$ cat src/rtl/cond_issue_if.sv
// Issue/flag-writeback bundle between the ID/EX pipeline and the condition-issue controller.
// The master drives instructions and writebacks; the slave (controller) returns ready, exec and flag state.
interface cond_issue_if #(
    parameter int MAX_PEND = 3
);
    localparam int CNT_W = $clog2(MAX_PEND + 1);

    logic             issue_valid;
    logic             issue_ready;
    logic [3:0]       issue_cond;
    logic             issue_s;
    logic             flush;
    logic             flag_wr;
    logic [3:0]       flag_nzcv;
    logic             exec_valid;
    logic             exec_en;
    logic [3:0]       sr;
    logic [CNT_W-1:0] pend;
    logic             err;

    modport master (
        output issue_valid, issue_cond, issue_s, flush, flag_wr, flag_nzcv,
        input  issue_ready, exec_valid, exec_en, sr, pend, err
    );

    modport slave (
        input  issue_valid, issue_cond, issue_s, flush, flag_wr, flag_nzcv,
        output issue_ready, exec_valid, exec_en, sr, pend, err
    );
endinterface

$ cat src/rtl/cond_issue_ctrl.sv
// Condition-issue controller: holds NZCV, counts outstanding flag writers, stalls stale-flag issue.
// Optional FLAG_FWD_EN forwards the last writer's flags to a waiting conditional instruction.
module cond_issue_ctrl #(
    parameter int MAX_PEND = 3
) (
    input  logic        clk,
    input  logic        rst,
    cond_issue_if.slave bus
);
    localparam int CNT_W = $clog2(MAX_PEND + 1);

    typedef enum logic [1:0] {
        ST_IDLE,
        ST_BUSY,
        ST_FULL
    } state_t;

    // Base predicate from cond[3:1]; cond[0] selects its complement (AL/NV included).
    function automatic logic cond_pass(input logic [3:0] cond, input logic [3:0] f);
        logic n, z, c, v, base;
        n = f[3];
        z = f[2];
        c = f[1];
        v = f[0];
        case (cond[3:1])
            3'd0:    base = z;
            3'd1:    base = c;
            3'd2:    base = n;
            3'd3:    base = v;
            3'd4:    base = c & ~z;
            3'd5:    base = (n == v);
            3'd6:    base = ~z & (n == v);
            default: base = 1'b1;
        endcase
        return base ^ cond[0];
    endfunction

    logic [3:0]       sr_q, sr_d;
    logic [CNT_W-1:0] pend_q, pend_d;
    logic             exec_valid_q, exec_valid_d;
    logic             exec_en_q, exec_en_d;
    logic             err_q, err_d;

    state_t           state;
    logic             fwd_hit;
    logic [3:0]       flags;
    logic             cond_uncond;
    logic             hazard;
    logic             cap_stall;
    logic             ready;
    logic             accept;
    logic             pass;
    logic             inc;
    logic             dec;

    always_comb begin
        state = ST_BUSY;
        if (pend_q == '0)
            state = ST_IDLE;
        else if (pend_q == CNT_W'(MAX_PEND))
            state = ST_FULL;
    end

    // Issue decision: purely from cond/s/flush/flag_wr and the pending count.
    always_comb begin
`ifdef FLAG_FWD_EN
        fwd_hit = (pend_q == CNT_W'(1)) && bus.flag_wr;
        flags   = fwd_hit ? bus.flag_nzcv : sr_q;
`else
        fwd_hit = 1'b0;
        flags   = sr_q;
`endif
        cond_uncond = (bus.issue_cond[3:1] == 3'b111);
        hazard      = !cond_uncond && (state != ST_IDLE) && !fwd_hit;
        cap_stall   = (state == ST_FULL) && bus.issue_s && !bus.flag_wr;
        ready       = !bus.flush && !hazard && !cap_stall;
        accept      = bus.issue_valid && ready;
        pass        = cond_pass(bus.issue_cond, flags);
        inc         = accept && bus.issue_s && pass;
        dec         = bus.flag_wr && (state != ST_IDLE);
    end

    always_comb begin
        sr_d         = bus.flag_wr ? bus.flag_nzcv : sr_q;
        exec_valid_d = accept;
        exec_en_d    = accept && pass;
        err_d        = err_q || (bus.flag_wr && (state == ST_IDLE));
        pend_d       = pend_q;
        case ({inc, dec})
            2'b10:   pend_d = pend_q + CNT_W'(1);
            2'b01:   pend_d = pend_q - CNT_W'(1);
            default: pend_d = pend_q;
        endcase
    end

    // ID/EX boundary register.
    always_ff @(posedge clk or posedge rst) begin
        if (rst) begin
            sr_q         <= '0;
            pend_q       <= '0;
            exec_valid_q <= 1'b0;
            exec_en_q    <= 1'b0;
            err_q        <= 1'b0;
        end else begin
            sr_q         <= sr_d;
            pend_q       <= pend_d;
            exec_valid_q <= exec_valid_d;
            exec_en_q    <= exec_en_d;
            err_q        <= err_d;
        end
    end

    assign bus.issue_ready = ready;
    assign bus.exec_valid  = exec_valid_q;
    assign bus.exec_en     = exec_en_q;
    assign bus.sr          = sr_q;
    assign bus.pend        = pend_q;
    assign bus.err         = err_q;
endmodule

$ cat src/flat_wrapper.sv
// flat-port wrapper written by rule: the top's interface ports become plain ports
module cond_issue_ctrl_flat 
#(
    parameter int MAX_PEND = 3
)
  (clk, rst, bus_issue_valid, bus_issue_cond, bus_issue_s, bus_flush, bus_flag_wr, bus_flag_nzcv, bus_issue_ready, bus_exec_valid, bus_exec_en, bus_sr, bus_pend, bus_err);
  cond_issue_if #(.MAX_PEND(MAX_PEND)) bus_i ();
  input  logic clk;
  input  logic rst;
  input wire logic [$bits(bus_i.issue_valid)-1:0] bus_issue_valid;
  input wire logic [$bits(bus_i.issue_cond)-1:0] bus_issue_cond;
  input wire logic [$bits(bus_i.issue_s)-1:0] bus_issue_s;
  input wire logic [$bits(bus_i.flush)-1:0] bus_flush;
  input wire logic [$bits(bus_i.flag_wr)-1:0] bus_flag_wr;
  input wire logic [$bits(bus_i.flag_nzcv)-1:0] bus_flag_nzcv;
  output wire logic [$bits(bus_i.issue_ready)-1:0] bus_issue_ready;
  output wire logic [$bits(bus_i.exec_valid)-1:0] bus_exec_valid;
  output wire logic [$bits(bus_i.exec_en)-1:0] bus_exec_en;
  output wire logic [$bits(bus_i.sr)-1:0] bus_sr;
  output wire logic [$bits(bus_i.pend)-1:0] bus_pend;
  output wire logic [$bits(bus_i.err)-1:0] bus_err;
  assign bus_i.issue_valid = bus_issue_valid;
  assign bus_i.issue_cond = bus_issue_cond;
  assign bus_i.issue_s = bus_issue_s;
  assign bus_i.flush = bus_flush;
  assign bus_i.flag_wr = bus_flag_wr;
  assign bus_i.flag_nzcv = bus_flag_nzcv;
  assign bus_issue_ready = bus_i.issue_ready;
  assign bus_exec_valid = bus_i.exec_valid;
  assign bus_exec_en = bus_i.exec_en;
  assign bus_sr = bus_i.sr;
  assign bus_pend = bus_i.pend;
  assign bus_err = bus_i.err;
  cond_issue_ctrl #(.MAX_PEND(MAX_PEND)) u_core (.clk(clk), .rst(rst), .bus(bus_i));
endmodule
$ cat config.mk
export PLATFORM = sky130hd
export DESIGN_NAME = cond_issue_ctrl_flat
export DESIGN_NICKNAME = d
export VERILOG_FILES = /design/src/rtl/cond_issue_if.sv /design/src/rtl/cond_issue_ctrl.sv /design/src/flat_wrapper.sv
export SDC_FILE = /design/constraint.sdc
export NUM_CORES = 1
export LEC_CHECK = 0
export ABC_AREA = 1
export CORE_AREA = 2 2 39 41
export CTS_BUF_LIST = sky130_fd_sc_hd__clkbuf_8
export DETAILED_ROUTE_END_ITERATION = 16
export DIE_AREA = 0 0 41 43
export PLACE_DENSITY = 0.79
export SLEW_MARGIN = 20
export SYNTH_ARGS = -nofsm -noshare
export SYNTH_HDL_FRONTEND = slang
export SYNTH_SLANG_ARGS = --single-unit
$ cat constraint.sdc
create_clock -name clk -period 2.3 [get_ports clk]
set_clock_uncertainty 0.2 [all_clocks]
set_input_delay 0.46 -clock clk [delete_from_list [all_inputs] [get_ports clk]]
set_output_delay 0.46 -clock clk [all_outputs]
set_load 0.02 [all_outputs]
# Word-level counts from Yosys, hierarchy flattened
# Index checks and enable logic that the tools add are counted.
# Widths: inputs -> output; s select.
# word_totals
regBits,9
out_inout_bits,10
word_cells,49
input_bits,14
# op_classes
addsub,2
n_mux,4
bitwise_logic,4
reduce_logical,22
n_eq_ne,12
# op_table
op,n
$eq 3x3->1 const B,4
$logic_and 1x1->1,11
$pmux 1 s7,1
$eq 2x2->1 const B,3
$eq 3x2->1 const B,2
$logic_not 1->1,5
$logic_not 2->1,2
$mux 2,2
$pmux 2 s2,1
$reduce_bool 2->1,2
$eq 3x1->1 const B,1
$logic_not 3->1,1
$add 2x1->2 const B,1
$and 1x1->1,2
$eq 2x1->1 const B,1
$sub 2x1->2 const B,1
$eq 1x1->1,1
$logic_or 1x1->1,1
$not 1->1,1
$xor 1x1->1,1

# Logic depth before layout (Yosys ltp)
# logic_depth
ltp_word,13
depth_mapped,13

# Worst setup path after synthesis
# No wires, ideal clock.
# synth_path
path_kind,register to register
startpoint,register u_core.pend_q[0] (netlist: u_core.bus.pend[0])
endpoint,register u_core.pend_q[1] (netlist: u_core.bus.pend[1])
required_time_ns,1.969
arrival_ns,1.633
path_buffers,0
setup_slack_ns,0.336
path_stages_with_launch,11
path_cell_list,dfrtp_1 -> inv_1 -> nand2_1 -> nand2_1 -> nand3_2 -> nor2_2 -> nand3_1 -> ha_1 -> a21oi_1 -> o21ai_0 -> xor2_1
# synth_via
elab_chain_len,13
word_cells_on_any_way,23
cone_classes,2 x add/sub; 4 x eq/ne; 3 x mux; 14 x reduce/logical
# synth_lines
item,line,text
from (decl),cond_issue_ctrl.sv:39,"logic [CNT_W-1:0] pend_q, pend_d;"
from (signal assigned),cond_issue_ctrl.sv:106,pend_q <= pend_d;
$eq 2x2->1,cond_issue_ctrl.sv:60,else if (pend_q == CNT_W'(MAX_PEND))
$mux 2,cond_issue_ctrl.sv:60,
$mux 2,cond_issue_ctrl.sv:58,if (pend_q == '0)
$eq 2x2->1 / $reduce_bool 2->1 (equally long branches),"cond_issue_ctrl.sv:75, cond_issue_ctrl.sv:74, cond_issue_ctrl.sv:80",
$logic_and 1x1->1 (on tied branches),"cond_issue_ctrl.sv:75, cond_issue_ctrl.sv:74",
$logic_and 1x1->1 / $logic_not 1->1 (equally long branches),"cond_issue_ctrl.sv:75, cond_issue_ctrl.sv:76",
$logic_not 1->1 / $logic_and 1x1->1 (equally long branches),cond_issue_ctrl.sv:76,ready = !bus.flush && !hazard && !cap_stall;
$logic_and 1x1->1,cond_issue_ctrl.sv:76,
$logic_and 1x1->1,cond_issue_ctrl.sv:77,accept = bus.issue_valid && ready;
$logic_and 1x1->1 (2 in a row),cond_issue_ctrl.sv:79,inc = accept && bus.issue_s && pass;
$eq 2x1->1 / $eq 2x2->1 (equally long branches),cond_issue_ctrl.sv:89,"case ({inc, dec})"
$pmux 2 s2 / $reduce_bool 2->1 (equally long branches),n/a,
# Parallel ways exist; a longest one is shown, timed or not.
# A chain may end at the register's enable or synchronous reset.

# Worst setup path in the final report
# layout_path
startpoint,input port bus_issue_s
endpoint,register u_core.pend_q[1] (netlist: u_core.bus.pend[1])
# layout_via
elab_chain_len,9
word_cells_on_any_way,11
cone_classes,2 x eq/ne; 1 x mux; 8 x reduce/logical
# layout_lines
item,line,text
from (decl),flat_wrapper.sv:12,input wire logic [$bits(bus_i.issue_s)-1:0] bus_issue_s;
$logic_and 1x1->1 (2 in a row),cond_issue_ctrl.sv:75,cap_stall = (state == ST_FULL) && bus.issue_s && !bus.flag_wr;
$logic_not 1->1,cond_issue_ctrl.sv:76,
$logic_and 1x1->1,cond_issue_ctrl.sv:76,
$logic_and 1x1->1,cond_issue_ctrl.sv:77,
$logic_and 1x1->1 (*) (2 in a row),cond_issue_ctrl.sv:79,
$eq 2x1->1 / $eq 2x2->1 (equally long branches),cond_issue_ctrl.sv:89,
$pmux 2 s2 / $reduce_bool 2->1 (equally long branches),n/a,
# Every way passes the cells marked *; elsewhere a longest branch is shown, timed or not.

==> flow_summary.ini <==
[timing]
relSlewSlack = 0.766
slew_violations = 0
max_freq_ghz = 0.458
finalWorstSetupSlack_ps = 115
tightestPinTransition_ps = 350
setup_viol_count_final = 0
period_share = 0.950
min_period_ps = 2180
rsz0062_at_grt = false
finalHoldViolCount = 0

[routing]
drc = 0
first_pass_iters = 2
vias = 581
vias_per_cell = 4.65
ant_nets = 0
drtIter0Drc = 3
wire_per_inst_um = 10.9
routed_wl_um = 1360

[finish]
drive_gt1_frac = 0.266
fin_nets = 125
n_antenna_cell = 0
final_area_um2 = 942
syn_to_final_growth_pct = 75.9

[synthesis]
yosysSeqAreaShare = 0.421
synth-main-ff-cell = dfrtp_1
yosys_warnings = 0
ys_ff_latch = 9
syn_nets = 86
ys_top_cells_by_count = nand2_1, inv_1, dfrtp_1
yosys.area.top_type = dfrtp_1
synth_top_area_share = 0.421
synth_most_common_cell = nand2_1
async_reset_ff_frac = 1.00
ys_types = 19
syn_inst = 71
synthTopCellsByArea = dfrtp_1, nand2_1, inv_1
synthesis.area_um2 = 536
synth_edf_count = 0
avgSynthCellArea_um2 = 7.54

[clock_network]
clk_latency_ps = 240
clk_path_buf_depth = 2
cts_hold_buf = 0
clkTransAtPathRegs_ps = 50
h-tree-depth = 1
cts_buffers = 3
cts_num_sinks = 9
cts_tree = yes
cts_root_buffer = clkbuf_8

[min_path]
hold_class = in -> async

[die]
dieArea_um2 = 1760
rows = 14
die_x_um = 41
start_util = 0.387
io_pins = 24
core_um2 = 1380
chipHeight_um = 43

[outcome]
outcome = complete, no violations

[pwr]
p_leak_nw = 0.486
power_w = 0.000730
ir_drop_v = 0.000459
powerDensity_nw_per_um2 = 775

[placement]
dpl_cell_area_um2 = 868
portBuffers = 23
post-place-ws_ps = -369
dp_hpwl_um = 1050
place_congestion = 0.757

[critical_path]
rrSetupSlack_ps = 280
crit_type = in -> reg
worstRegToRegCells = 11
r2r_end = u_core.bus.pend[1]$_DFFE_PP0P_
cp.arrival_ps = 2110
cp-end-kind = flip-flop
required_ps = 2220
start_kind = input port
crit_fanout = 2
crit-reg2reg-launch = u_core.bus.pend[0]$_DFFE_PP0P_

[global_routing]
grt_max_degree = 10
grt_pass1_vias = 567
grt_pass1_wl_um = 2400
grt.total_usage = 0.212
grt_overflow = 0
antenna_found_initial = 0

[flow_run]
maxCapViolCount = 0
==> how the worst max path moves through the flow <==
stage / from / endpoint / slack [ps] / cells past startpoint
6_report: bus_issue_s / u_core.bus.pend[1]$_DFFE_PP0P_ / 120 / 12
3_3_place_gp: bus_issue_cond[2] / bus_issue_ready / -350 / 7
5_1_grt: bus_issue_cond[2] / u_core.bus.pend[1]$_DFFE_PP0P_ / 6 / 14
2_1_floorplan: u_core.bus.pend[0]$_DFFE_PP0P_ / u_core.bus.pend[1]$_DFFE_PP0P_ / 340 / 10
3_5_place_dp: bus_issue_cond[2] / bus_issue_ready / -370 / 7
4_1_cts: bus_flag_wr / u_core.bus.pend[1]$_DFFE_PP0P_ / 60 / 13
==> state kept, by name, indices dropped and copies added, names as in the netlist <==
register               cells
u_core.bus.err             1
u_core.bus.sr              4
u_core.bus.pend            2
u_core.bus.exec_en         1
u_core.bus.exec_valid      1
==> critical path, stage by stage <==
cell and delay (ps):
clkdlybuf4s50_1 440, nand4_2 110, inv_2 40, buf_4 130, nor2_4 70, nand3_2 70
nor2_2 100, nand3_2 110, ha_4 260, a21oi_2 100, o21ai_1 80, xor2_1 140
==> report_power, final <==
group          internal [W]  leakage [nW]  switching (W)
Sequential         0.000189         0.108      0.0000357
Clock              0.000119        0.0255      0.0000724
Combinational      0.000162         0.353       0.000152
==> through the flow <==
step / cells / util / TNS (ps) / hold WS (ps)
after floorplan: 71 / - / 0 / 87.9
after global placement: 121 / 0.627 / -778 / 269
after detailed placement: 121 / 0.627 / -909 / 262
after CTS: 125 / 0.679 / 0 / 284
after global routing: 125 / 0.681 / 0 / 296
final: 125 / 0.681 / 0 / 287
==> cell type report <==
cell class	instances	area (um^2)
clock buffers	3	41.3
inverters	13	48.8
fillers	115	442
flip-flops and latches	9	225
well taps	16	20.0
clock inverters	1	5.00
repair buffers	34	314
multi-input cells	49	288
==> routing by layer <==
layer / routed length, um / track usage
met1: 535 / 0.233
met2: 737 / 0.341
met3: 51 / 0.0628
met4: 34 / 0.120
met5: 0 / 0
==> cell families (layout without fill, tap and decap cells) <==
group,Yosys count,after routing,share of synthesized area
XOR/XNOR,2,2,0.0327
buffers and inverters,13,51,0.0911
adder cells (fa/ha/maj),1,1,0.0234
flip-flops,9,9,0.421
AND/OR/NAND/NOR,37,37,0.336
AO/OA/AOI/OAI,9,9,0.0958
==> placed cells by master, fill, tap and decap left out, drive strengths merged <==
master and n:
nor2 7, nand3 6, xnor2 1, dlygate4sd2 3, inv 13, clkbuf 3, ha 1, nand2 21
buf 12, o21ai 6, clkdlybuf4s50 18, dfrtp 9, xor2 1, o21bai 1, nor3b 2, a21oi 2
clkinv 1, nand4 1, dlymetal6s2s 1
==> timing repair <==
item | CTS | global route
setup buffers | 0 | 0
pin swaps | 5 | 0
setup endpoints to repair | 2 | 2
gates resized for setup | 15 | 1
endpoints found under the hold margin | 0 | 0
(Power assumes the default switching activity.)
